[src/rtl/niosii_pio_gen_pkg.sv]
// niosii_pio_pkg: register map and mode encodings for the parametrised PIO.
package niosii_pio_pkg;
    localparam logic [2:0] ADDR_DATA = 3'd0;
    localparam logic [2:0] ADDR_DIR  = 3'd1;
    localparam logic [2:0] ADDR_MASK = 3'd2;
    localparam logic [2:0] ADDR_EDGE = 3'd3;
    localparam logic [2:0] ADDR_SET  = 3'd4;
    localparam logic [2:0] ADDR_CLR  = 3'd5;
    localparam int EDGE_RISE = 0;
    localparam int EDGE_FALL = 1;
    localparam int EDGE_ANY  = 2;
    localparam int IRQ_EDGE  = 0;
    localparam int IRQ_LEVEL = 1;
endpackage

[src/rtl/niosii_pio_gen_if.sv]
// niosii_pio_gen_if: Avalon-MM slave bus of the PIO (fixed read latency 1).
interface niosii_pio_gen_if;
    logic [2:0]  address;
    logic        chipselect;
    logic        write_n;
    logic        read_n;
    logic [31:0] writedata;
    logic [31:0] readdata;
    modport master (output address, chipselect, write_n, read_n, writedata, input readdata);
    modport slave  (input address, chipselect, write_n, read_n, writedata, output readdata);
endinterface

[src/rtl/niosii_pio_gen_sync_edge.sv]
// niosii_pio_sync_edge: input synchroniser, previous-sample register and armed edge detector.
module niosii_pio_sync_edge
    import niosii_pio_pkg::*;
#(
    parameter int DATA_WIDTH  = 32,
    parameter int SYNC_STAGES = 2,
    parameter int EDGE_TYPE   = EDGE_RISE
)(
    input  logic                  clk,
    input  logic                  reset_n,
    input  logic [DATA_WIDTH-1:0] i_in,
    output logic [DATA_WIDTH-1:0] o_sync,
    output logic [DATA_WIDTH-1:0] o_edge
);
    localparam logic [2:0] ARM_CNT = 3'(SYNC_STAGES + 1);
    logic [SYNC_STAGES-1:0][DATA_WIDTH-1:0] r_sync;
    logic [DATA_WIDTH-1:0] r_prev;
    logic [DATA_WIDTH-1:0] w_rise;
    logic [DATA_WIDTH-1:0] w_fall;
    logic [2:0]            r_cnt;
    logic                  w_armed;
    // Arming waits until the chain has flushed, so pins held high through reset are not captured.
    always_ff @(posedge clk or negedge reset_n) begin
        if (!reset_n) begin
            r_sync <= '0;
            r_prev <= '0;
            r_cnt  <= '0;
        end else begin
            r_sync <= {r_sync[SYNC_STAGES-2:0], i_in};
            r_prev <= o_sync;
            if (!w_armed) r_cnt <= r_cnt + 3'd1;
        end
    end
    assign w_armed = r_cnt == ARM_CNT;
    assign o_sync  = r_sync[SYNC_STAGES-1];
    assign w_rise  = o_sync & ~r_prev;
    assign w_fall  = ~o_sync & r_prev;
    assign o_edge  = !w_armed ? '0 :
                     EDGE_TYPE == EDGE_RISE ? w_rise :
                     EDGE_TYPE == EDGE_FALL ? w_fall : w_rise | w_fall;
endmodule

[src/rtl/niosii_pio_gen.sv]
// niosii_pio_gen: Avalon-MM PIO with per-bit direction, set/clear, edge capture and maskable irq.
module niosii_pio_gen
    import niosii_pio_pkg::*;
#(
    parameter int          DATA_WIDTH  = 32,
    parameter int          SYNC_STAGES = 2,
    parameter int          EDGE_TYPE   = EDGE_RISE,
    parameter int          IRQ_MODE    = IRQ_EDGE,
    parameter logic [31:0] RESET_VALUE = '0
)(
    input  logic                  clk,
    input  logic                  reset_n,
    niosii_pio_gen_if.slave       bus,
    input  logic [DATA_WIDTH-1:0] i_in_port,
    output logic [DATA_WIDTH-1:0] o_out_port,
    output logic [DATA_WIDTH-1:0] o_oe_port,
    output logic                  o_irq
);
    logic [DATA_WIDTH-1:0] r_out;
    logic [DATA_WIDTH-1:0] r_dir;
    logic [DATA_WIDTH-1:0] r_mask;
    logic [DATA_WIDTH-1:0] r_ec;
    logic [31:0]           r_readdata;
    logic                  r_irq;
    logic [DATA_WIDTH-1:0] w_sync;
    logic [DATA_WIDTH-1:0] w_edge;
    logic [DATA_WIDTH-1:0] w_wd;
    logic [DATA_WIDTH-1:0] w_clr;
    logic [DATA_WIDTH-1:0] w_rdata;
    logic                  w_wr;
    logic                  w_rd;

    niosii_pio_sync_edge #(
        .DATA_WIDTH (DATA_WIDTH),
        .SYNC_STAGES(SYNC_STAGES),
        .EDGE_TYPE  (EDGE_TYPE)
    ) u_sync_edge (
        .clk    (clk),
        .reset_n(reset_n),
        .i_in   (i_in_port),
        .o_sync (w_sync),
        .o_edge (w_edge)
    );

    assign w_wr  = bus.chipselect & ~bus.write_n;
    assign w_rd  = bus.chipselect & ~bus.read_n;
    assign w_wd  = bus.writedata[DATA_WIDTH-1:0];
    assign w_clr = (w_wr && bus.address == ADDR_EDGE) ? w_wd : '0;

    always_comb begin
        w_rdata = bus.address == ADDR_DATA ? (r_out & r_dir) | (w_sync & ~r_dir) :
                  bus.address == ADDR_DIR  ? r_dir :
                  bus.address == ADDR_MASK ? r_mask :
                  bus.address == ADDR_EDGE ? r_ec : '0;
    end

    // A new edge overrides a same-cycle write-1-to-clear on that bit.
    always_ff @(posedge clk or negedge reset_n) begin
        if (!reset_n) begin
            r_out      <= RESET_VALUE[DATA_WIDTH-1:0];
            r_dir      <= '0;
            r_mask     <= '0;
            r_ec       <= '0;
            r_readdata <= '0;
            r_irq      <= 1'b0;
        end else begin
            r_out <= (w_wr && bus.address == ADDR_DATA) ? w_wd :
                     (w_wr && bus.address == ADDR_SET)  ? r_out | w_wd :
                     (w_wr && bus.address == ADDR_CLR)  ? r_out & ~w_wd : r_out;
            if (w_wr && bus.address == ADDR_DIR)  r_dir  <= w_wd;
            if (w_wr && bus.address == ADDR_MASK) r_mask <= w_wd;
            r_ec <= (r_ec & ~w_clr) | w_edge;
            if (w_rd) r_readdata <= 32'(w_rdata);
            r_irq <= IRQ_MODE == IRQ_LEVEL ? |(w_sync & r_mask) : |(r_ec & r_mask);
        end
    end

    assign bus.readdata = r_readdata;
    assign o_out_port   = r_out;
    assign o_oe_port    = r_dir;
    assign o_irq        = r_irq;
endmodule

[src/flat_wrapper.sv]
// flat-port wrapper written by rule: the top's interface ports become plain ports
module niosii_pio_gen_flat import niosii_pio_pkg::*;
#(
    parameter int          DATA_WIDTH  = 32,
    parameter int          SYNC_STAGES = 2,
    parameter int          EDGE_TYPE   = EDGE_RISE,
    parameter int          IRQ_MODE    = IRQ_EDGE,
    parameter logic [31:0] RESET_VALUE = '0
)
  (clk, reset_n, i_in_port, o_out_port, o_oe_port, o_irq, bus_address, bus_chipselect, bus_write_n, bus_read_n, bus_writedata, bus_readdata);
  niosii_pio_gen_if bus_i ();
  input  logic clk;
  input  logic reset_n;
  input  logic [DATA_WIDTH-1:0] i_in_port;
  output logic [DATA_WIDTH-1:0] o_out_port;
  output logic [DATA_WIDTH-1:0] o_oe_port;
  output logic o_irq;
  input wire logic [$bits(bus_i.address)-1:0] bus_address;
  input wire logic [$bits(bus_i.chipselect)-1:0] bus_chipselect;
  input wire logic [$bits(bus_i.write_n)-1:0] bus_write_n;
  input wire logic [$bits(bus_i.read_n)-1:0] bus_read_n;
  input wire logic [$bits(bus_i.writedata)-1:0] bus_writedata;
  output wire logic [$bits(bus_i.readdata)-1:0] bus_readdata;
  assign bus_i.address = bus_address;
  assign bus_i.chipselect = bus_chipselect;
  assign bus_i.write_n = bus_write_n;
  assign bus_i.read_n = bus_read_n;
  assign bus_i.writedata = bus_writedata;
  assign bus_readdata = bus_i.readdata;
  niosii_pio_gen #(.DATA_WIDTH(DATA_WIDTH), .SYNC_STAGES(SYNC_STAGES), .EDGE_TYPE(EDGE_TYPE), .IRQ_MODE(IRQ_MODE), .RESET_VALUE(RESET_VALUE)) u_core (.clk(clk), .reset_n(reset_n), .bus(bus_i), .i_in_port(i_in_port), .o_out_port(o_out_port), .o_oe_port(o_oe_port), .o_irq(o_irq));
endmodule
[config.mk]
export PLATFORM = sky130hd
export DESIGN_NAME = niosii_pio_gen_flat
export DESIGN_NICKNAME = d
export VERILOG_FILES = /design/src/rtl/niosii_pio_gen_pkg.sv /design/src/rtl/niosii_pio_gen_if.sv /design/src/rtl/niosii_pio_gen_sync_edge.sv /design/src/rtl/niosii_pio_gen.sv /design/src/flat_wrapper.sv
export SDC_FILE = /design/constraint.sdc
export NUM_CORES = 1
export LEC_CHECK = 0
export CORE_MARGIN = 2
export CORE_UTILIZATION = 45
export CTS_CLUSTER_SIZE = 28
export DETAILED_ROUTE_END_ITERATION = 16
export PLACE_DENSITY = 0.79
export SYNTH_ARGS = -nofsm -noshare
export SYNTH_HDL_FRONTEND = slang
export SYNTH_SLANG_ARGS = --single-unit
[constraint.sdc]
create_clock -name clk -period 2 [get_ports clk]
set_input_delay 0.3 -clock clk [delete_from_list [all_inputs] [get_ports clk]]
set_output_delay 0.3 -clock clk [all_outputs]
set_load 0.01 [all_outputs]
# Word level (Yosys, flattened, before mapping)
# Index checks and enable logic that the tools add are counted.
[word_totals]
n_memories = 0
out_inout_bits = 97
mem_bits_ro = 0
inputBits = 72
register_bits = 260
latch_bits = 0
word_cells = 52
ram_bits = 0
[op_classes]
mux = 9
eq_ne = 6
bitwise = 17
reduce_logical = 9
order_cmp = 0
n_div = 0
n_shift = 0
addsub = 1
mul = 0
[ops]
columns = ["operator", "n"]
rows = [
  ["two-way mux 32 bit", 9],
  ["bitwise AND 32 bit", 6],
  ["inverter 32 bit", 4],
  ["bitwise OR 32 bit", 3],
  ["OR reduction 32 bit", 1],
  ["equality test 3 x 2 -> 1 bit (second input constant)", 3],
  ["equality test 3 bit (second input constant)", 2],
  ["logical AND 1 bit", 6],
  ["adder 3 x 1 -> 3 bit (second input constant)", 1],
  ["equality test 3 x 1 -> 1 bit (second input constant)", 1],
  ["logical NOT 3 bit", 1],
  ["nonzero test 3 bit", 1],
  ["bitwise AND 1 bit", 2],
  ["inverter 1 bit", 2],
]

# Depth between registers and ports, before layout
# Gate-level depths: netlist of the first run.
[logic_depth]
depth_word = 7
depth_mapped = 6
depth_no_buf = 4

# By module
# From an unflattened synthesis of the first run, not the netlist that was laid out.
[unflattened]
cells_unflattened = 901
area_unflattened_um2 = 11148.2
[by_module_without_submodules]
columns = ["module", "seq_area_each_um2", "instances", "area_each_um2", "cells_per_inst"]
rows = [
  ["niosii_pio_gen", 4028.9, 1, 8051.5, 727],
  ["niosii_pio_sync_edge", 2477.4, 1, 3096.7, 174],
]

# Least setup slack after synthesis of the first run
# No wires, ideal clock.
[synth_timing]
path_kind = "input-to-reg"
startpoint = "input bus_address[1]"
endpoint = "register u_core.r_dir[10] (netlist: u_core.o_oe_port[10])"
path_stages = 6
path_slack_ns = 0.134
path_buffers = 3
setup_time_ns = 0.125
arrival_time_ns = 1.741
required_ns = 1.875
path_cell_list = "buf_6 > or3b_1 > or3b_1 > buf_2 > buf_6 > mux2_4"
[synth_via]
elab_chain_len = 2
[synth_lines]
columns = ["element", "line_no", "rtl"]
rows = [
  ["from (decl)", "flat_wrapper.sv:18", "input wire logic [$bits(bus_i.address)-1:0] bus_address;"],
  ["equality test 3 x 1 -> 1 bit", "niosii_pio_gen.sv:70", "if (w_wr && bus.address == ADDR_DIR) r_dir <= w_wd;"],
  ["logical AND 1 bit", "niosii_pio_gen.sv:70", ""],
  ["to (signal assigned)", "niosii_pio_gen.sv:70", ""],
  ["to (decl)", "niosii_pio_gen.sv:20", "logic [DATA_WIDTH-1:0] r_dir;"],
]
# Every way passes these cells.
# A chain may end at the register's enable or synchronous reset.

# Worst setup path in the final report of the first run
[layout_timing]
startpoint = "input bus_chipselect"
endpoint = "register u_core.r_dir[26] (netlist: u_core.o_oe_port[26])"
[layout_via]
elab_chain_len = 2
[layout_lines]
columns = ["element", "line_no", "rtl"]
rows = [
  ["from (decl)", "flat_wrapper.sv:19", "input wire logic [$bits(bus_i.chipselect)-1:0] bus_chipselect;"],
  ["bitwise AND 1 bit", "niosii_pio_gen.sv:45", "assign w_wr = bus.chipselect & ~bus.write_n;"],
  ["logical AND 1 bit", "niosii_pio_gen.sv:70", ""],
]
# Every way passes these cells.

==> results of run 1 <==
[per-stage QoR]
stage          power [mW]  TNS (ns)
6_report            14.01         0
3_3_place_gp        9.033    -22.32
4_1_cts             14.11         0
2_1_floorplan       7.570         0
3_5_place_dp        9.115    -25.49
5_1_grt             14.61         0
[cell families (layout without fill, tap and decap cells)]
logic type,after synthesis,count (layout)
AOI/OAI and AO/OA,176,176
xor gates and xnor gates,1,1
adders and majority gates,2,2
buffers and inverters,61,257
DFF,260,260
muxes,98,98
and+or+nand+nor,269,269
[power by group through the flow]
stage                     logic, mW  clock network (mW)  registers, mW
after floorplan               0.989                   0           6.58
after global placement         2.41                   0           6.62
after detailed placement       2.48                   0           6.63
after CTS                      2.50                5.05           6.55
after global routing           2.69                5.28           6.64
final                          2.48                4.96           6.56
[critical path: stages]
cell and delay, ns:
clkdlybuf4s50_1 0.51, or3b_2 0.50, or3b_2 0.54, buf_4 0.23, mux2_4 0.31
[how the worst min path moves through the flow]
stage / startpoint / cells past startpoint / to
2_1_floorplan: reset_n / 0 / asynchronous set/reset pin
3_3_place_gp: u_core.u_sync_edge.r_sync[4] / 0 / u_core.u_sync_edge.o_sync[4]
3_5_place_dp: u_core.u_sync_edge.r_sync[3] / 0 / u_core.u_sync_edge.o_sync[3]
4_1_cts: i_in_port[1] / 1 / u_core.u_sync_edge.r_sync[1]
5_1_grt: i_in_port[1] / 1 / u_core.u_sync_edge.r_sync[1]
6_report: i_in_port[1] / 1 / u_core.u_sync_edge.r_sync[1]
[metal layers]
metal / up-vias / share of wire, % / GRT usage, %
met1: 3984 / 44 / 33.09
li1: 3458 / - / -
met3: 54 / 7.1 / 4.709
met2: 298 / 47 / 38.16
met5: - / 0 / 0
met4: 0 / 2.1 / 6.006
[timing repair]
| action | 4_1_cts | 5_1_grt |
|---|---|---|
| hold buffers | 1 | 0 |
| endpoints found under the setup margin | 0 | 13 |
| resized for setup | 0 | 1 |
| buffers inserted | 0 | 0 |
| endpoints found under the hold margin | 70 | 0 |
[final cells by class]
class,count,area (um2),share of cell area [%]
Sequential cell,260,6506,46.90
Multi-Input combinational cell,546,3974,28.65
Timing Repair Buffer,209,2103,15.16
Clock buffer,39,790.8,5.700
Tap cell,319,399.1,2.877
Clock inverter,7,91.34,0.6584
Inverter,2,7.507,0.05412
[cells in the final DEF, fill, tap and decap left out, drive strengths merged]
cell           count
a22oi             16
o21ai             32
nor3b              1
or3                1
and2              32
mux2              65
clkinvlp           1
o31ai             32
dlygate4sd3        1
nand4              4
a32o               1
nand2b            34
clkbuf            39
o41ai             32
nand3             32
dfrtp            260
o2bb2ai           31
or4                1
bufinv             2
buf               43
nor2              32
nand2             63
clkinv             3
and3b              1
nor2b             65
a211oi            32
or3b               2
or2                1
xnor2              1
inv                3
clkdlybuf4s50    165
ha                 2
mux2i             33
==> summary.txt, run 1 <==
max-cap violations: 0
clk slew on worst S/H paths: 0.06 ns
fin area: 0.01387 mm2
number of global-route vias before repair: 8087
Non-Filler Instances: 1382
worst-path maximum fanout: 10
Placed Cells: 1335
syn_nets: 941
Seq/Total Area, Yosys: 60.66%
CP Data Arrival Time: 2.39 ns
r2r startpoint: u_core.u_sync_edge.r_cnt[0]
Max-slew headroom: 54.15%
GP Congestion: 0.8385
Internal: 10.32 mW
Reg2Reg Depth: 5
largest cells by area after synthesis: dfrtp_1, mux2_4, nor2b_1
Yosys reg bits: 260
Synth cell types: 31
CP Capture Point: u_core.o_oe_port[26]
max frequency: 505.2 MHz
H-tree depth: 1
Sw Ratio: 26.32%
post-synth top area cell: dfrtp_1
most frequent cell after synthesis: dfrtp_1
Mean Syn Cell Area: 12.37 um2
Hold Crit Class: in2reg
total track usage: 23.66%
Post-Synth Adder-Cell Area: 0.2333%
I/O pin cnt: 169
Post-synth ARST share: 100.0%
effective utilization at floorplan: 45.83%
Tmin final: 1.980 ns
CP startpoint: bus_chipselect
worst-margin pin slew: 0.6878 ns
Sink Count: 260
layout cells sized above 1: 14.86%
Slew Limit Fails: 0
Worst Skew: 0.01078 ns
Comb pwr share: 17.7%
Nets: 1120
Ant. Diodes: 0
Core Region: 0.02340 mm2
Mapped Cells: 867
warnings from Yosys: 0
required time worst endpoint: 2.42 ns
unrepaired setup endpoints after global routing: no
net switching power figure: 3.686 mW
vias per cell: 5.640
clock root cell: clkbuf_16
# rows: 56
XOR/XNOR share of the synthesized area: 0.08166%
combinational family with the most area after synthesis: simple AND/OR/NAND/NOR gates
# setup viols final: 0
first-pass GRT wire length: 45650 um
Reg-to-Reg End: u_core.r_ec[8]
WS Path Type: in2reg
Place WS: -0.5289 ns
Worst VDD drop: 0.0006446 V
Vert. Die Dim: 158.4 um
final hold violations: 0
initial antenna violation count: 0
drt total wl: 29270 um
First-pass DRT Iterations: 4
cell area after synthesis: 0.01073 mm2
Setup WS post-layout: 0.02042 ns
flop2flop setup slack: 0.44 ns
status: finished, final reports clean
drc violations: 0
critical path launch point type: input port
part of the cycle the worst path needs: 98.98%
Iteration-0 DRC Markers: 542
most frequent cells after synthesis: dfrtp_1, nor2b_1, nand2_1, clkbuf_1, mux2_2
Antenna Nets Post-Route: 0
Simple-Gate Fraction of Synth Area: 13.24%
ys flop type: dfrtp_1
CTS tree: done
clock share of power: 35.4%
Flop pwr share: 46.9%
Static Leakage: 5.948 nW
area grow syn2layout: 29.34%
CP Capture Type: flop
fillers: 1901
Synth top area share: 60.66%
Hold Slack: 0.2022 ns
wire per inst: 21.18 um
PwrDens: 1010 mW/mm2
EDFF count, synth: 0
clock buffer count from CTS: 27
die area: 0.02508 mm2
Die X: 158.4 um
HPWL Detailed: 19670 um
clk_lat worst skew: 0.53 ns
Area after DPL: 0.01298 mm2
Finished Core Util: 59.28%
total number of vias: 7794
largest net degree at the start of global routing: 82
post-synthesis compound-gate area fraction: 12.33%
total global routing overflow: 0
input/output buffers: 168
clock tree buffer depth: 3
post-synthesis mux area share: 10.95%
Power figures use the tool's default switching activity.
==> run 2: changes to the inputs <==
Settings changed: CORE_UTILIZATION 45 to 53, PLACE_DENSITY 0.79 to 0.89.
==> run 2 against run 1 <==
Non-clock buffer count shrank 8. Sequential cell count stayed put. Maximum frequency down 0.11%. Combinational power barely moved. Critical path depth is the same. Clock power rose by 13%. Count of clock-buffer cells in the layout down 7. Worst hold slack about the same.
==> summary.txt, run 2 (same netlist as run 1, synthesis figures left out) <==
status: finished, final reports clean
Iteration-0 DRC Markers: 649 (+20%)
CP Cell Sequence: clkdlybuf4s50_1, or3b_2, or3b_2, buf_12, mux2_4
Crit path largest cell delay: 0.59 ns (+0.05 ns)
HPWL Detailed: 19210 um (-2.3%)
drt total wl: 30350 um (+3.7%)
clk slew on worst S/H paths: 0.06 ns (about the same)
part of the cycle the worst path needs: 99.09% (+0.11 points)
# rows: 52 (-7.1%)
Worst Skew: 0.02645 ns (+0.01567 ns)
Tmin final: 1.982 ns (+0.002181 ns)
# setup viols final: 0 (unchanged)
Ant. Diodes: 0 (unchanged)
critical path launch point type: input port
First-pass DRT Iterations: 5 (+1)
fin area: 0.01388 mm2 (about the same)
drc violations: 0 (unchanged)
worst-margin pin slew: 0.7267 ns (+0.03888 ns)
Vert. Die Dim: 146.3 um (-7.7%)
Slew Limit Fails: 0 (unchanged)
Die X: 146.3 um (-7.7%)
wire per inst: 22.85 um (+7.9%)
required time worst endpoint: 2.39 ns (-0.03 ns)
total number of vias: 8082 (+3.7%)
Max-slew headroom: 51.55% (-2.6 points)
clk_lat worst skew: 0.53 ns (about the same)
Antenna Nets Post-Route: 0 (unchanged)
number of global-route vias before repair: 8514 (+5.3%)
Hold Crit Class: in2reg
Pwr Total: 14.71 mW (+5.0%)
effective utilization at floorplan: 53.52% (+7.7 points)
Slowest cell on crit path: or3b_2
CP Capture Type: flop
total global routing overflow: 0 (unchanged)
Sink Count: 260 (unchanged)
H-tree depth: 1 (unchanged)
Area after DPL: 0.01286 mm2 (-0.87%)
setup repair bufs after CTS: 0 (unchanged)
clock buffer count from CTS: 27 (unchanged)
WS Path Type: in2reg
GP Congestion: 0.8725 (+4.1%)
layout cells sized above 1: 14.65% (-0.21 points)
clock root cell: clkbuf_16
worst-path maximum fanout: 15 (+5)
most frequent cells in the layout: dfrtp_1, clkdlybuf4s50_1, nor2b_1
max-cap violations: 0 (unchanged)
I/O pin cnt: 169 (unchanged)
final hold violations: 0 (unchanged)
CTS tree: done
CP Data Arrival Time: 2.37 ns (-0.02 ns)
clock tree buffer depth: 3 (unchanged)
initial antenna violation count: 0 (unchanged)
unrepaired setup endpoints after global routing: no
most common cell after layout, fill and taps aside: dfrtp_1
most numerous cell on the critical path: or3b_2
Worst VDD drop: 0.0006116 V (-5.1%)
largest net degree at the start of global routing: 89 (+8.5%)
vias per cell: 6.086 (+7.9%)
die area: 0.02139 mm2 (-15%)
Nets: 1112 (-0.71%)
PwrDens: 1060 mW/mm2 (+4.9%)
total track usage: 28.48% (+4.8 points)
area grow syn2layout: 29.41% (about the same)
first-pass GRT wire length: 47850 um (+4.8%)
input/output buffers: 168 (unchanged)
Core Region: 0.02004 mm2 (-14%)
Static Leakage: 5.975 nW (+0.46%)
max frequency: 504.6 MHz (-0.11%)
## run 2: final timing paths
kind | startpoint | to | slack, ns | cells after the start
min reg2reg | u_core.u_sync_edge.r_sync[22] | u_core.u_sync_edge.o_sync[22] | 0.35 | 0
max reg2reg | u_core.u_sync_edge.r_cnt[0] | u_core.r_ec[10] | 0.40 | 5
max | bus_chipselect | u_core.o_oe_port[18] | 0.02 | 5
min | i_in_port[7] | u_core.u_sync_edge.r_sync[7] | 0.20 | 1
max in group asynchronous | reset_n | u_core.r_mask[21] | 0.99 | 3
min in group asynchronous | reset_n | u_core.u_sync_edge.r_sync[18] | 0.26 | 2
## run 2: worst max-delay path, delay by kind of cell
kind,cells,cell delay (ns)
AND/OR/NAND/NOR,2,1.07
multiplexers,1,0.31
buffers and inverters,2,0.68
## run 2: area by class of cell
| cell class | instances | area, um2 |
|---|---|---|
| clock buffer | 32 | 734.5 |
| clock inverter | 17 | 271.5 |
| fill | 1383 | 6160 |
| inverter | 2 | 7.507 |
| multi-input combinational | 546 | 3970 |
| sequential | 260 | 6506 |
| tap | 270 | 337.8 |
| timing repair buffer | 201 | 2052 |
## run 2: layer usage
| layer | global-route usage (%) | up-vias | wire length (um) |
|---|---|---|---|
| met2 | 47.12 | 397 | 14880 |
| met1 | 38.65 | 4152 | 12280 |
| met3 | 5.031 | 76 | 2315 |
| met4 | 9.417 | 0 | 877 |
| met5 | 0 | - | 0 |
| li1 | - | 3457 | - |
## run 2: power by group
part / switching (mW) / internal, mW
sequential: 0.682 / 5.90
clock: 2.10 / 3.52
combinational: 1.08 / 1.43
## run 2: stage by stage
| step | hold WS, ns | setup WS (ns) | utilization [%] | instances | TNS [ns] |
|---|---|---|---|---|---|
| after detailed placement | 0.1977 | -0.4835 | 64.19 | 1278 | -25.71 |
| final | 0.2023 | 0.01824 | 69.26 | 1328 | 0 |
| after global routing | 0.2118 | 0.009597 | 69.26 | 1328 | 0 |
| after CTS | 0.1926 | 0.04215 | 69.26 | 1328 | 0 |
| after floorplan | 0.004409 | 0.1339 | - | 867 | 0 |
| after global placement | 0.1921 | -0.4529 | 64.19 | 1278 | -21.54 |
## run 2: timing repair
action	in CTS	in global routing
resized for setup	0	0
hold buffers	1	0
endpoints found under the hold margin	32	0
==> run 3: changes to the inputs <==
--- a/config.mk
+++ b/config.mk
@@ -7,2 +7,3 @@
 export LEC_CHECK = 0
+export CAP_MARGIN = 20
 export CORE_MARGIN = 2
@@ -15 +16,2 @@
 export SYNTH_SLANG_ARGS = --single-unit
+export TNS_END_PERCENT = 100
--- a/constraint.sdc
+++ b/constraint.sdc
@@ -3,2 +3,2 @@
 set_output_delay 0.3 -clock clk [all_outputs]
-set_load 0.01 [all_outputs]
+set_load 0.02 [all_outputs]
==> results of run 3 <==
Same layout as run 2 (identical final DEF). Status: finished, final reports clean.
Among the figures that moved: total power 14.71 mW -> 14.99 mW; worst IR drop on VDD 0.0006116 V -> 0.0006121 V
